==> src/rtl/gcd_req_arbiter.sv <==
// Two-requester arbiter in front of a single shared GCD unit, with at most one request outstanding.
// Define GCD_REQ_ARBITER_RR_EN for round-robin arbitration; the default build uses fixed priority, requester 0 first.
module gcd_req_arbiter (
    input  logic        clk,
    input  logic        reset,

    input  logic        in0_val,
    output logic        in0_rdy,
    input  logic [31:0] in0_msg,

    input  logic        in1_val,
    output logic        in1_rdy,
    input  logic [31:0] in1_msg,

    output logic        out0_val,
    input  logic        out0_rdy,
    output logic [15:0] out0_msg,

    output logic        out1_val,
    input  logic        out1_rdy,
    output logic [15:0] out1_msg,

    output logic        gcd_req_val,
    input  logic        gcd_req_rdy,
    output logic [31:0] gcd_req_msg,

    input  logic        gcd_resp_val,
    output logic        gcd_resp_rdy,
    input  logic [15:0] gcd_resp_msg,

    output logic        owner,
    output logic        busy
);

    localparam logic ST_IDLE = 1'b0;
    localparam logic ST_WAIT = 1'b1;

    logic r_state;
    logic w_state_nxt;
    logic r_owner;
    logic w_owner_nxt;
    logic w_any;
    logic w_grant;

`ifdef GCD_REQ_ARBITER_RR_EN
    logic r_ptr;
    logic w_ptr_nxt;

    // A lone requester wins outright; on contention the pointer picks the winner.
    always_comb begin
        w_any   = in0_val | in1_val;
        w_grant = (in0_val && in1_val) ? r_ptr : ~in0_val;
    end

    always_ff @(posedge clk) begin
        if (reset) begin
            r_ptr <= 1'b0;
        end else begin
            r_ptr <= w_ptr_nxt;
        end
    end
`else
    // Requester 0 always wins on contention.
    always_comb begin
        w_any   = in0_val | in1_val;
        w_grant = ~in0_val;
    end
`endif

    // State register
    always_ff @(posedge clk) begin
        if (reset) begin
            r_state <= ST_IDLE;
            r_owner <= 1'b0;
        end else begin
            r_state <= w_state_nxt;
            r_owner <= w_owner_nxt;
        end
    end

    // Next state and handshake routing; everything is forced quiet while reset is high.
    always_comb begin
        w_state_nxt  = r_state;
        w_owner_nxt  = r_owner;
`ifdef GCD_REQ_ARBITER_RR_EN
        w_ptr_nxt    = r_ptr;
`endif
        in0_rdy      = 1'b0;
        in1_rdy      = 1'b0;
        gcd_req_val  = 1'b0;
        gcd_req_msg  = w_grant ? in1_msg : in0_msg;
        gcd_resp_rdy = 1'b0;
        out0_val     = 1'b0;
        out1_val     = 1'b0;
        out0_msg     = gcd_resp_msg;
        out1_msg     = gcd_resp_msg;

        if (!reset) begin
            if (r_state == ST_IDLE) begin
                if (w_any) begin
                    gcd_req_val = 1'b1;
                    if (w_grant) begin
                        in1_rdy = gcd_req_rdy;
                    end else begin
                        in0_rdy = gcd_req_rdy;
                    end
                    if (gcd_req_rdy) begin
                        w_state_nxt = ST_WAIT;
                        w_owner_nxt = w_grant;
`ifdef GCD_REQ_ARBITER_RR_EN
                        w_ptr_nxt   = ~w_grant;
`endif
                    end
                end
            end else begin
                if (r_owner) begin
                    out1_val     = gcd_resp_val;
                    gcd_resp_rdy = out1_rdy;
                end else begin
                    out0_val     = gcd_resp_val;
                    gcd_resp_rdy = out0_rdy;
                end
                if (gcd_resp_val && gcd_resp_rdy) begin
                    w_state_nxt = ST_IDLE;
                end
            end
        end
    end

    assign owner = r_owner;
    assign busy  = (r_state == ST_WAIT) && !reset;

endmodule

==> config.mk <==
export PLATFORM = sky130hd
export DESIGN_NAME = gcd_req_arbiter
export DESIGN_NICKNAME = d
export VERILOG_FILES = /design/src/rtl/gcd_req_arbiter.sv
export SDC_FILE = /design/constraint.sdc
export NUM_CORES = 1
export LEC_CHECK = 0
export CORE_ASPECT_RATIO = 1.5
export CORE_UTILIZATION = 23
export CTS_CLUSTER_SIZE = 28
export DETAILED_ROUTE_END_ITERATION = 8
export PLACE_DENSITY = 0.88
export SLEW_MARGIN = 20
export SYNTH_ARGS = -nofsm -noshare
export SYNTH_HDL_FRONTEND = slang
export SYNTH_SLANG_ARGS = --single-unit
export TNS_END_PERCENT = 1
==> constraint.sdc <==
create_clock -name clk -period 2.6 [get_ports clk]
set_clock_uncertainty 0.2 [all_clocks]
set_input_delay 0.52 -clock clk [delete_from_list [all_inputs] [get_ports clk]]
set_output_delay 0.52 -clock clk [all_outputs]
set_load 0.005 [all_outputs]
==> flow_metrics.env, run 1 <==
export IMPL_ir_worst_vdd_mv=0.330
export IMPL_worstSetupPathType="primary input to output port"
export IMPL_die_x_um=53.6
export IMPL_hp_start="reset"
export IMPL_crit_required_ns=1.88
export IMPL_drv_cap=0
export IMPL_crit_arrival_ns=1.74
export IMPL_ctsHoldBuffers=0
export IMPL_stdcell_area_um2=1870
export IMPL_cts_root_buf="clkbuf_8"
export IMPL_ys_warnings_count=0
export IMPL_synth_top_area_share_pct=44.1
export IMPL_grt_pass1_wl_mm=4.03
export IMPL_p_per_area_nw_per_um2=246
export IMPL_drc_errors=0
export IMPL_cp_start_kind="primary input"
export IMPL_cts_htree_levels=1
export IMPL_cts_clk_slew_worst_paths_ns=0.03
export IMPL_numCtsBuffers=3
export IMPL_switching_share_pct=21.3
export IMPL_placed_area_um2=1810
export IMPL_antenna_found_initial=0
export IMPL_cts_tree="yes"
export IMPL_synthesis_area_um2=918
export IMPL_fin_nets=259
export IMPL_whs_ns=0.376
export IMPL_diodes=0
export IMPL_switchingPower_w=0.0000979
export IMPL_syn_to_final_growth_pct=103
export IMPL_synth_most_common_cell="buf_4"
export IMPL_grt_max_degree=22
export IMPL_viasPerCell=4.28
export IMPL_first_pass_iters=4
export IMPL_utilization_pct=49.8
export IMPL_clock_latency_ns=0.21
export IMPL_final_cells=212
export IMPL_routed_wl_mm=2.88
export IMPL_die_height_um=79.4
export IMPL_synth_edff_count=0
export IMPL_route_vias_total=908
export IMPL_cts_setup_buffers=0
export IMPL_max_freq_mhz=406
export IMPL_slew_viol_final=0
export IMPL_postRouteAntennaNets=0
export IMPL_place_inst=209
export IMPL_synth_top_cells_by_area="mux2_4, buf_4, mux2_2, buf_12, dfxtp_1"
export IMPL_endpoint_kind="output port"
export IMPL_numPortBuffers=111
export IMPL_combPwrFrac_pct=65.5
export IMPL_slew_headroom_pct=79.8
export IMPL_seq_power_share_pct=8.5
export IMPL_synth_cell_types=21
export IMPL_ys_seq_elements=2
export IMPL_pwr_share_clk_pct=26.0
export IMPL_dp_hpwl_mm=2.53
export IMPL_drt_iter0_drc=9
export IMPL_crit_fanout=3
export IMPL_p_leak_nw=0.812
export IMPL_timing_final_crit_share_pct=94.7
export IMPL_yosysTopAreaCell="mux2_4"
export IMPL_worstHoldPathType="primary input to flop"
export IMPL_io_pins=160
export IMPL_r2r_start="r_state$_SDFF_PP0_"
export IMPL_grtUsageTotal_pct=12.7
export IMPL_synth_seq_area_share_pct=4.36
export IMPL_fin_total_pwr_w=0.000460
export IMPL_hold_violations=0
export IMPL_dieArea_um2=4250
export IMPL_start_util_pct=24.5
export IMPL_synthCells=88
export IMPL_synth_nets=176
export IMPL_worst_slew_pin_slew_ns=0.302
export IMPL_syn_mean_instance_area_um2=10.4
export IMPL_rsz0062_at_grt="false"
export IMPL_synth_flop_cell="dfxtp_1"
export IMPL_cts_sinks=2
export IMPL_status="completed"
export IMPL_grt_ovfl_total=0
export IMPL_setup_violations=0
export IMPL_grt_pass1_vias=911
export IMPL_fin_crit_ns=2.46
export IMPL_final_layout_size_suffix_gt1_share_pct=25.4
export IMPL_synth_common_cells="buf_4, mux2_4, mux2_2, nor2_1"
export IMPL_gp_congestion=0.691
export IMPL_async_flop_share_pct=0
export IMPL_row_count=27
export IMPL_p_int_w=0.000362
export IMPL_clockBufferDepth=2
export IMPL_cp_startpoint="in1_val"
export IMPL_core_area_um2=3750
export IMPL_post_cts_resized=2
export IMPL_wl_per_cell_um=13.6
## per-stage QoR
stage,setup slack [ns],TNS (ns)
finish,0.137,0
global route,0.0760,0
CTS,-0.0327,-0.0647
detailed placement,-0.0949,-0.166
global placement,-0.0571,-0.0576
floorplan,0.783,0
## cells in the final DEF (no fill, tap or decap), drive strengths merged
cell	Yosys	final
a211oi	1	1
o21a	1	1
inv	1	1
mux2	32	32
o21ai	1	1
a21oi	1	1
nor4b	1	1
nor2b	1	1
clkbuf	0	3
and3	1	1
nor3	1	1
nand2b	2	2
dlymetal6s2s	0	2
nor2	3	3
nand2	2	2
nor3b	1	1
buf	36	4
clkdlybuf4s50	0	107
dlygate4sd2	0	1
dfxtp	2	2
mux2i	1	1
## layout make-up
| type | count | area [um2] |
|---|---|---|
| fillers | 332 | 1880 |
| well taps | 43 | 53.8 |
| flip-flops and latches | 2 | 40.0 |
| clock buffers | 3 | 41.3 |
| inverters | 1 | 3.75 |
| multi-input cells | 49 | 583 |
| repair buffers | 114 | 1140 |
## critical path, stage by stage
cell	delay, ns
clkdlybuf4s50_1	0.50
nor2_1	0.06
nor3_1	0.14
clkdlybuf4s50_1	0.53
## registers in the layout (all words and copies together) (netlist names)
name / flops
r_state: 1
owner: 1
## power by group through the flow
stage               registers (W)  clock network [W]  logic (W)
floorplan               0.0000375                  0   0.000144
global placement        0.0000384                  0   0.000298
detailed placement      0.0000387                  0   0.000302
CTS                     0.0000383           0.000122   0.000304
global route            0.0000399           0.000126   0.000324
finish                  0.0000393           0.000119   0.000301
## path summary, 6_finish.rpt
kind,depth (start not counted),endpoint,slack [ns]
setup / recovery,4,gcd_req_val,0.14
hold / removal,2,owner$_SDFFE_PP0P_,0.38
setup reg to reg,4,r_state$_SDFF_PP0_,1.41
hold reg to reg,2,owner$_SDFFE_PP0P_,0.39
## layer usage
metal | GRT usage, % | share of wire, % | wire length (um) | vias up
met4 | 3.42 | 0.52 | 15 | 0
met3 | 7.24 | 17 | 501 | 5
met5 | 0 | 0 | 0 | -
met1 | 10.7 | 30 | 868 | 387
li1 | - | - | - | 432
met2 | 23.9 | 52 | 1490 | 84
## logic make-up after synthesis
kind of cell / share of synthesized area [%]
mux: 51.4
simple gates: 7.77
buf+inv: 33.8
flops: 4.36
compound gates: 2.72
Power figures use the tool's default switching activity.
==> run 2, diff against run 1 <==
--- a/config.mk
+++ b/config.mk
@@ -10,6 +10,8 @@
 export CTS_CLUSTER_SIZE = 28
 export DETAILED_ROUTE_END_ITERATION = 8
 export PLACE_DENSITY = 0.88
+export REMOVE_ABC_BUFFERS = 1
+export SKIP_CTS_REPAIR_TIMING = 1
 export SLEW_MARGIN = 20
 export SYNTH_ARGS = -nofsm -noshare
 export SYNTH_HDL_FRONTEND = slang
==> flow_metrics.env, run 2 (same netlist as run 1, synthesis figures left out) <==
export IMPL_ir_worst_vdd_mv=0.413
export IMPL_finalSetupTns_ns=0
export IMPL_crit_fanout=3
export IMPL_reg2reg_slack_ns=1.41
export IMPL_die_height_um=79.4
export IMPL_fin_ws_ns=0.0560
export IMPL_layout_commonest_cell="clkdlybuf4s50_1"
export IMPL_cts_clk_slew_worst_paths_ns=0.03
export IMPL_endpoint_kind="output port"
export IMPL_slew_headroom_pct=81.1
export IMPL_hold_violations=0
export IMPL_place_inst=211
export IMPL_route_vias_total=971
export IMPL_fin_crit_ns=2.54
export IMPL_die_x_um=53.6
export IMPL_fin_nets=261
export IMPL_status="completed"
export IMPL_fillCellCount=345
export IMPL_layout_common_cells="clkdlybuf4s50_1, mux2_4, mux2_2"
export IMPL_clockBufferDepth=2
export IMPL_routed_wl_mm=3.35
export IMPL_p_leak_nw=0.837
export IMPL_io_pins=160
export IMPL_clock_latency_ns=0.21
export IMPL_drc_errors=0
export IMPL_syn_to_final_growth_pct=106
export IMPL_crit_required_ns=1.88
export IMPL_row_count=27
export IMPL_cts_htree_levels=1
export IMPL_crit_arrival_ns=1.82
export IMPL_register_area_um2=40.0
export IMPL_antenna_found_initial=0
export IMPL_grt_ovfl_total=0
export IMPL_first_pass_iters=4
export IMPL_dieArea_um2=4250
export IMPL_numCtsBuffers=3
export IMPL_wl_per_cell_um=15.7
export IMPL_core_area_um2=3750
export IMPL_setup_violations=0
export IMPL_p_per_area_nw_per_um2=245
export IMPL_dp_slack_ns=-0.0951
export IMPL_final_layout_size_suffix_gt1_share_pct=25.1
export IMPL_slew_viol_final=0
export IMPL_multi_input_comb_area_um2=576
export IMPL_worstSetupPathType="primary input to output port"
export IMPL_drv_cap=0
export IMPL_gp_congestion=0.798
export IMPL_whs_ns=0.399
export IMPL_grtUsageTotal_pct=14.5
export IMPL_cts_tree="yes"
export IMPL_worst_slew_pin_slew_ns=0.284
export IMPL_cts_root_buf="clkbuf_8"
export IMPL_viasPerCell=4.54
export IMPL_grt_max_degree=14
export IMPL_start_util_pct=24.5
export IMPL_cts_sinks=2
export IMPL_final_cells=214
export IMPL_diodes=0
export IMPL_grt_pass1_vias=969
export IMPL_worstHoldPathType="flop to flop"
export IMPL_grt_pass1_wl_mm=4.42
export IMPL_timing_final_crit_share_pct=97.8
export IMPL_cp_start_kind="primary input"
export IMPL_postRouteAntennaNets=0
export IMPL_max_freq_mhz=393
export IMPL_drt_iter0_drc=3
export IMPL_numPortBuffers=111
run 2: cell types whose count changed in the layout (fill, tap and decap cells not counted):
cell            delta
nand2b_4           -1
inv_2              -1
dlygate4sd2_1      -1
nand2b_1           +1
dlymetal6s2s_1     +1
buf_4              +1
buf_12             +1
inv_1              +1
run 2: routing by layer:
layer  global-route usage [%]  vias up  share of wire [%]
met4                     3.16        0               0.39
met3                     11.8        2                 21
met5                     6.06        -                  0
met1                     11.6      426                 30
met2                     25.5      107                 49
li1                         -      436                  -
run 2: layout make-up:
class / count / area share (%)
timing repair buffer: 116 / 62.2
multi-input combinational: 49 / 30.4
tap: 43 / 2.85
clock buffer: 3 / 2.18
sequential: 2 / 2.12
inverter: 1 / 0.199
run 2: power by group:
| part | leakage, nW | total, W | switching [W] | internal (W) |
|---|---|---|---|---|
| clock network | 0.0216 | 0.000120 | 0.0000223 | 0.0000977 |
| logic | 0.799 | 0.000304 | 0.0000706 | 0.000233 |
| registers | 0.0166 | 0.0000391 | 0.00000533 | 0.0000337 |
| total | 0.837 | 0.000463 | 0.0000982 | 0.000365 |
run 2: worst max-delay path: stages:
cell             delay, ns
clkdlybuf4s50_1       0.49
nand2b_1              0.11
nor3b_1               0.19
clkdlybuf4s50_1       0.52
run 2: final timing paths:
| kind | from | to | cells after the start |
|---|---|---|---|
| max | gcd_req_rdy | in0_rdy | 4 |
| min | owner$_SDFFE_PP0P_ | owner$_SDFFE_PP0P_ | 2 |
| max reg2reg | r_state$_SDFF_PP0_ | owner$_SDFFE_PP0P_ | 3 |
| min reg2reg | owner$_SDFFE_PP0P_ | owner$_SDFFE_PP0P_ | 2 |
run 2: metrics by stage:
stage	area (um2)	power (W)	util, %
3_3_place_gp	1830	0.000340	48.9
5_1_grt	1890	0.000490	50.4
3_5_place_dp	1830	0.000345	48.9
4_1_cts	1880	0.000468	50.0
6_report	1890	0.000463	50.4
2_1_floorplan	612	0.000121	-
